--- src/rtl/row_render_stepper.sv ---
`timescale 1ns/1ps
`default_nettype none
// +--------------------------------------------------------------------------+
// | row_render_stepper: per-line wall span walker with texv stepping/shading |
// | Revision: 1.0                                                            |
// +--------------------------------------------------------------------------+
module row_render_stepper #(
  parameter int H_VIEW = 640,
  parameter int SIZE_W = 11,
  parameter int TEX_W  = 6,
  parameter int FRAC_W = 10,
  parameter int CH_W   = 2
) (
  input  logic                      clk,
  input  logic                      reset,
  input  logic                      line_start,
  input  logic                      side_in,
  input  logic [SIZE_W-1:0]         size_in,
  input  logic [TEX_W-1:0]          texu_in,
  input  logic [TEX_W+FRAC_W-1:0]   tex_init,
  input  logic [TEX_W+FRAC_W-1:0]   tex_step,
  input  logic [1:0]                mode,
  input  logic [9:0]                hpos,
  output logic                      hit,
  output logic [3*CH_W-1:0]         rgb,
  output logic [TEX_W-1:0]          texv
);

  localparam int HALF = H_VIEW / 2;
  localparam int AW   = TEX_W + FRAC_W;
  localparam int CW   = (SIZE_W + 1 > 11) ? SIZE_W + 1 : 11;

  localparam logic [CW-1:0] C_HALF = CW'(HALF);
  localparam logic [CW-1:0] C_LAST = CW'(H_VIEW - 1);
  localparam logic [CW-1:0] C_VIEW = CW'(H_VIEW);

  localparam logic [1:0] S_IDLE = 2'd0;
  localparam logic [1:0] S_PRE  = 2'd1;
  localparam logic [1:0] S_WALL = 2'd2;
  localparam logic [1:0] S_POST = 2'd3;

  logic [1:0]        r_state;
  logic              r_side;
  logic [TEX_W-1:0]  r_texu;
  logic [AW-1:0]     r_init;
  logic [AW-1:0]     r_step;
  logic [AW-1:0]     r_acc;
  logic [CW-1:0]     r_ws;
  logic [CW-1:0]     r_we;
  logic              r_hit;
  logic [3*CH_W-1:0] r_rgb;
  logic [TEX_W-1:0]  r_texv;

  logic [CW-1:0]     w_size_x;
  logic [CW-1:0]     w_sum;
  logic [CW-1:0]     w_ws;
  logic [CW-1:0]     w_we;
  logic [CW-1:0]     w_hpos_x;
  logic              w_vis;
  logic [1:0]        w_state_nxt;
  logic [AW-1:0]     w_acc_nxt;
  logic              w_pix_hit;
  logic [TEX_W-1:0]  w_pix_texv;
  logic [3*CH_W-1:0] w_rgb_pix;
  logic              w_c0;
  logic              w_unused;

  // Span limits in SIZE_W+1 bits so HALF+size cannot overflow and HALF-size never underflows.
  assign w_size_x = CW'(size_in);
  assign w_sum    = C_HALF + w_size_x;
  assign w_ws     = (w_size_x > C_HALF) ? '0 : (C_HALF - w_size_x);
  assign w_we     = (w_sum > C_LAST) ? C_LAST : w_sum;
  assign w_hpos_x = CW'(hpos);
  assign w_vis    = (w_hpos_x < C_VIEW);

  always_comb begin
    w_state_nxt = r_state;
    w_acc_nxt   = r_acc;
    w_pix_hit   = 1'b0;
    w_pix_texv  = '0;
    case (r_state)
      S_PRE: begin
        if (w_hpos_x == r_ws) begin
          w_pix_hit   = 1'b1;
          w_pix_texv  = r_init[AW-1 -: TEX_W];
          w_acc_nxt   = r_init + r_step;
          w_state_nxt = (r_ws == r_we) ? S_POST : S_WALL;
        end
      end
      S_WALL: begin
        if (!w_vis) begin
          w_state_nxt = S_POST;
        end else begin
          w_pix_hit  = 1'b1;
          w_pix_texv = r_acc[AW-1 -: TEX_W];
          w_acc_nxt  = r_acc + r_step;
          if (w_hpos_x == r_we) begin
            w_state_nxt = S_POST;
          end
        end
      end
      S_POST: begin
        if (w_hpos_x >= C_LAST) begin
          w_state_nxt = S_IDLE;
        end
      end
      default: ;
    endcase
  end

  assign w_c0 = r_texu[0] ^ w_pix_texv[0];

  for (genvar c = 0; c < 3; c++) begin : g_ch
    localparam int IX = (2 * c) % TEX_W;
    logic [CH_W-1:0] w_c;
    always_comb begin
      w_c = '0;
      case (mode)
        2'd0: begin
          w_c[CH_W-1] = 1'b1;
          if (r_side) w_c = '1;
        end
        2'd1: begin
          w_c[CH_W-1] = r_texu[IX] ^ w_pix_texv[IX];
          w_c[CH_W-2] = r_side;
        end
        2'd2: begin
          if (c == 1) begin
            w_c = {CH_W{w_c0}};
          end else if (c == 2) begin
            w_c[CH_W-1] = 1'b1;
            if (r_side) w_c = '1;
          end
        end
        default: w_c = w_pix_texv[TEX_W-1 -: CH_W];
      endcase
    end
    assign w_rgb_pix[c*CH_W +: CH_W] = w_c;
  end

  // Only a subset of texu bits feeds the shaders.
  assign w_unused = ^r_texu;

  always_ff @(posedge clk) begin
    if (reset) begin
      r_state <= S_IDLE;
      r_side  <= 1'b0;
      r_texu  <= '0;
      r_init  <= '0;
      r_step  <= '0;
      r_acc   <= '0;
      r_ws    <= '0;
      r_we    <= '0;
      r_hit   <= 1'b0;
      r_rgb   <= '0;
      r_texv  <= '0;
    end else if (line_start) begin
      r_state <= S_PRE;
      r_side  <= side_in;
      r_texu  <= texu_in;
      r_init  <= tex_init;
      r_step  <= tex_step;
      r_acc   <= '0;
      r_ws    <= w_ws;
      r_we    <= w_we;
      r_hit   <= 1'b0;
      r_rgb   <= '0;
      r_texv  <= '0;
    end else begin
      r_state <= w_state_nxt;
      r_acc   <= w_acc_nxt;
      r_hit   <= w_pix_hit;
      r_texv  <= w_pix_texv;
      r_rgb   <= w_pix_hit ? w_rgb_pix : '0;
    end
  end

  assign hit  = r_hit;
  assign rgb  = r_rgb;
  assign texv = r_texv;

endmodule
`default_nettype wire

--- config.mk ---
export PLATFORM = sky130hd
export DESIGN_NAME = row_render_stepper
export DESIGN_NICKNAME = d
export VERILOG_FILES = /design/src/rtl/row_render_stepper.sv
export SDC_FILE = /design/constraint.sdc
export NUM_CORES = 1
export LEC_CHECK = 0
export ABC_AREA = 1
export CORE_MARGIN = 3
export CORE_UTILIZATION = 35
export CTS_BUF_LIST = sky130_fd_sc_hd__clkbuf_8
export CTS_CLUSTER_DIAMETER = 150
export DETAILED_ROUTE_END_ITERATION = 6
export PLACE_DENSITY = 0.58
export SETUP_SLACK_MARGIN = 0.02
export SLEW_MARGIN = 10
export SYNTH_ARGS = -nofsm -noshare
export SYNTH_HDL_FRONTEND = slang
export SYNTH_SLANG_ARGS = --single-unit
--- constraint.sdc ---
create_clock -name clk -period 7.6 [get_ports clk]
set_input_delay 1.52 -clock clk [delete_from_list [all_inputs] [get_ports clk]]
set_output_delay 1.52 -clock clk [all_outputs]
set_load 0.02 [all_outputs]
==> run_results.csv <==
group,metric,value,unit
final_layout,antennaDiodeCount,0,
sta,slew_viol_final,0,
clock_tree,path_clk_slew,0.09,ns
synth,synth_area_leaders,"dfxtp_1 (36%), nand2_1 (11%), ha_1 (6.2%), inv_1 (6.0%), o21ai_0 (5.5%)",
setup_path,crit_family,"simple AND/OR/NAND/NOR gates",
setup_path,cp_common_cell,"nand2_1",
global_routing,use_met2,24.7,%
synth,synth_top_area_cell,"dfxtp_1",
synth,synth-edff-count,0,
synth,yosys.area_share.simple,22.7,%
routing,vias_per_cell,4.81,
synth,ys_ff_latch,91,
routing,routedWlPerCell,13.8,um
floorplanning,fp.coreArea,14000,um^2
global_routing,met1_usage,21.9,%
final_layout,area_growth_syn_to_layout,22.1,%
synth,synth_cells,673,
power,p_per_area,181,nW/um^2
global_routing,grt_max_degree,43,
clock_tree,cts_hold_buf,0,
setup_path,critPathMaxFanout,10,
setup_path,crit_path_cell_trace,"clkdlybuf4s50_1, inv_1, ha_1, nand2_1, nor3_1, a31oi_1, nand2_1, nand3_2, o32ai_1",
synth,async_reset_ff_share,0,%
global_routing,grt-ovfl-total,0,
sta,max_slew_margin,66.6,%
global_routing,antenna_found_initial,1,
flow_run,maxCapViolations,0,
power,ir_drop,86.7,uV
clock_tree,cts_resized,0,
final_layout,n_fill_cell,1431,
final_layout,fin_util,43.9,%
clock_tree,cts.sinks,91,
synth,synthesis.area,5030,um^2
synth,synth_top_family_by_area,"simple AND/OR/NAND/NOR gates",
synth,yosysSeqAreaShare,36.2,%
global_routing,grt_pass1_vias,4208,
setup_path,cp-start-kind,"input pin",
synth,synthAdderAreaFrac,6.62,%
clock_tree,clkLatencyLatePin,0.38,ns
routing,drc_errors,0,
synth,ys_warn_count,0,
setup_path,critPathSlowestCell,"clkdlybuf4s50_1",
global_routing,grt_pass1_wl,20.6,mm
clock_tree,cts.htree.levels,3,
sta,holdWs,0.467,ns
synth,syn_nets,764,
floorplanning,ios,78,
final_layout,multi_input_area,2740,um^2
clock_tree,cts_tree,"done",
synth,synth_compound_area_share,19.8,%
clock_tree,numCtsBuffers,9,
global_routing,grt.busiest_layer,"met2",
sta,fin_worst_skew,0.00875,ns
sta,final.min_clock_period,3.27,ns
setup_path,cp_num_buf_inv,2,
final_layout,fin_area,6140,um^2
synth,muxShareOfSynthArea,0,%
synth,synth_xor_area_share,5.23,%
place,gp_congestion,0.912,
routing,dr.pass1.iters,4,
setup_path,critPathArrivalTime,3.56,ns
floorplanning,dieArea,15800,um^2
routing,final_antenna_net_count,0,
setup_path,end_kind,"flop",
synth,synth_top_cell_area_share,36.2,%
clock_tree,clockBufferDepth,2,
setup_path,crit_required,7.89,ns
sta,setup_tns,0,ns
final_layout,regArea,1820,um^2
sta,worst_slew_pin_slew,0.501,ns
routing,wl,12.7,mm
clock_tree,cts_setup_buffers,0,
global_routing,grt.total_usage,16.2,%
sta,fmax,0.305,GHz
sta,fin_crit_sh,43.1,%
min_path,hold_class,"flop to flop",
floorplanning,rows,43,
setup_path,critical_path.max_stage_delay,0.46,ns
sta,hold_viol_final,0,
synth,yosys_most_used_dff,"dfxtp_1",
synth,avgSynthCellArea,7.47,um^2
power,p_leak,2.57,nW
global_routing,met3_usage,5.17,%
sta,setup_viol,0,
clock_tree,root_buffer,"clkbuf_8",
floorplanning,floorplan.initialDensity,35.9,%
status,status,"complete, no violations",
synth,synth.distinct_cells,43,
sta,rsz0062_at_grt,"no",
setup_path,path_class,"input pin to flop",
place,io_buffers,74,
final_layout,post_route_cells_drive_above_1_share,9.95,%
place,placed_cell_area,5910,um^2
routing,drt_iter0_drc,240,
floorplanning,fp.dieH,126,um
final_layout,nets,831,
place,dp_hpwl,9.75,mm
floorplanning,fp.dieW,126,um
routing,dr_total_vias,4447,
## cell families after synthesis
family	count (synthesis)
flops	91
xor+xnor	30
fa+ha+maj	26
buf+inv	115
compound gates	156
simple gates	255
## metal layers
| metal | wire, um | part of all wire [%] | up-vias |
|---|---|---|---|
| met5 | 10 | 0.078 | - |
| met4 | 244 | 1.9 | 2 |
| met3 | 694 | 5.4 | 17 |
| met2 | 5580 | 44 | 93 |
| met1 | 6210 | 49 | 1977 |
| li1 | - | - | 2358 |
## cell usage after synthesis, types with 3 or more instances
library cell / instances
nand4_1: 16
nand3_1: 22
ha_1: 25
clkbuf_1: 11
nand3_2: 3
nor2_4: 3
o21ai_1: 13
nor3_1: 9
nand2_2: 7
buf_2: 5
a22o_1: 16
a31oi_1: 6
nand2_1: 149
o21ai_0: 55
xnor2_1: 14
a211oi_2: 6
inv_2: 11
o22ai_1: 12
dfxtp_1: 91
a21oi_1: 24
nor2_2: 7
o21ai_2: 3
nor2_1: 35
inv_1: 81
xor2_1: 16
buf_1: 3
a21oi_2: 11
## worst register-to-register path: stages, from the launching register on
cell      delay (ns)
dfxtp_1         0.44
inv_1           0.07
ha_1            0.19
buf_4           0.23
o21ai_0         0.24
ha_1            0.20
inv_1           0.05
fa_1            0.41
o21ai_1         0.25
a21boi_1        0.18
inv_2           0.09
nand2_1         0.04
nand2_1         0.08
nand3_1         0.07
nand2_1         0.07
xor2_1          0.18
a21oi_2         0.07
## sequential cells by signal, summed over array words and instances (netlist names)
| name | flops |
|---|---|
| r_step | 16 |
| r_side | 1 |
| r_texu | 3 |
| r_acc | 16 |
| r_ws | 12 |
| r_we | 12 |
| hit | 1 |
| rgb | 6 |
| texv | 6 |
| r_state | 2 |
| r_init | 16 |
## final timing paths
path | from | end | slack [ns] | cells after the start
max reg2reg | r_state[0]$_SDFFE_PP0P_ | r_acc[12]$_SDFFE_PP0P_ | 4.62 | 16
max | size_in[0] | r_ws[4]$_SDFFE_PP0P_ | 4.33 | 9
min | r_we[10]$_SDFFE_PP0P_ | r_we[10]$_SDFFE_PP0P_ | 0.47 | 2
min reg2reg | r_we[10]$_SDFFE_PP0P_ | r_we[10]$_SDFFE_PP0P_ | 0.47 | 2
## final cells by class
type	count	share of cell area (%)
multi-input cells	467	44.6
flip-flops and latches	91	29.7
repair buffers	78	12.6
clock buffers	9	2.02
inverters	93	5.77
clock inverters	6	1.73
well taps	180	3.67
## where the power goes
group | switching, mW | leakage, nW | total (mW) | internal, mW
clock network | 0.173 | 0.122 | 0.389 | 0.216
logic | 0.120 | 1.70 | 0.204 | 0.0844
registers | 0.0166 | 0.744 | 0.516 | 0.499
total | 0.310 | 2.57 | 1.11 | 0.799
## stage by stage
step	worst slack (ns)	total power, mW	cells
3_5_place_dp	3.91	0.731	909
6_report	4.33	1.11	924
3_3_place_gp	3.96	0.728	909
2_1_floorplan	4.90	0.664	673
4_1_cts	4.32	1.12	924
5_1_grt	4.14	1.17	924
## layout by cell type (no fill, tap or decap), types with 9 or more instances in the layout
| cell | netlist | routed |
|---|---|---|
| o22ai_1 | 12 | 12 |
| inv_2 | 11 | 11 |
| xnor2_1 | 14 | 14 |
| clkdlybuf4s50_1 | 0 | 74 |
| nor2_1 | 35 | 33 |
| ha_1 | 25 | 25 |
| a21oi_2 | 11 | 11 |
| dfxtp_1 | 91 | 91 |
| o21ai_1 | 13 | 13 |
| a21oi_1 | 24 | 24 |
| a22o_1 | 16 | 16 |
| nand4_1 | 16 | 16 |
| o21ai_0 | 55 | 55 |
| nor2_2 | 7 | 9 |
| nand2_1 | 149 | 149 |
| nor3_1 | 9 | 9 |
| clkbuf_8 | 0 | 9 |
| xor2_1 | 16 | 16 |
| nand3_1 | 22 | 22 |
| inv_1 | 81 | 83 |
(Power assumes the default switching activity.)
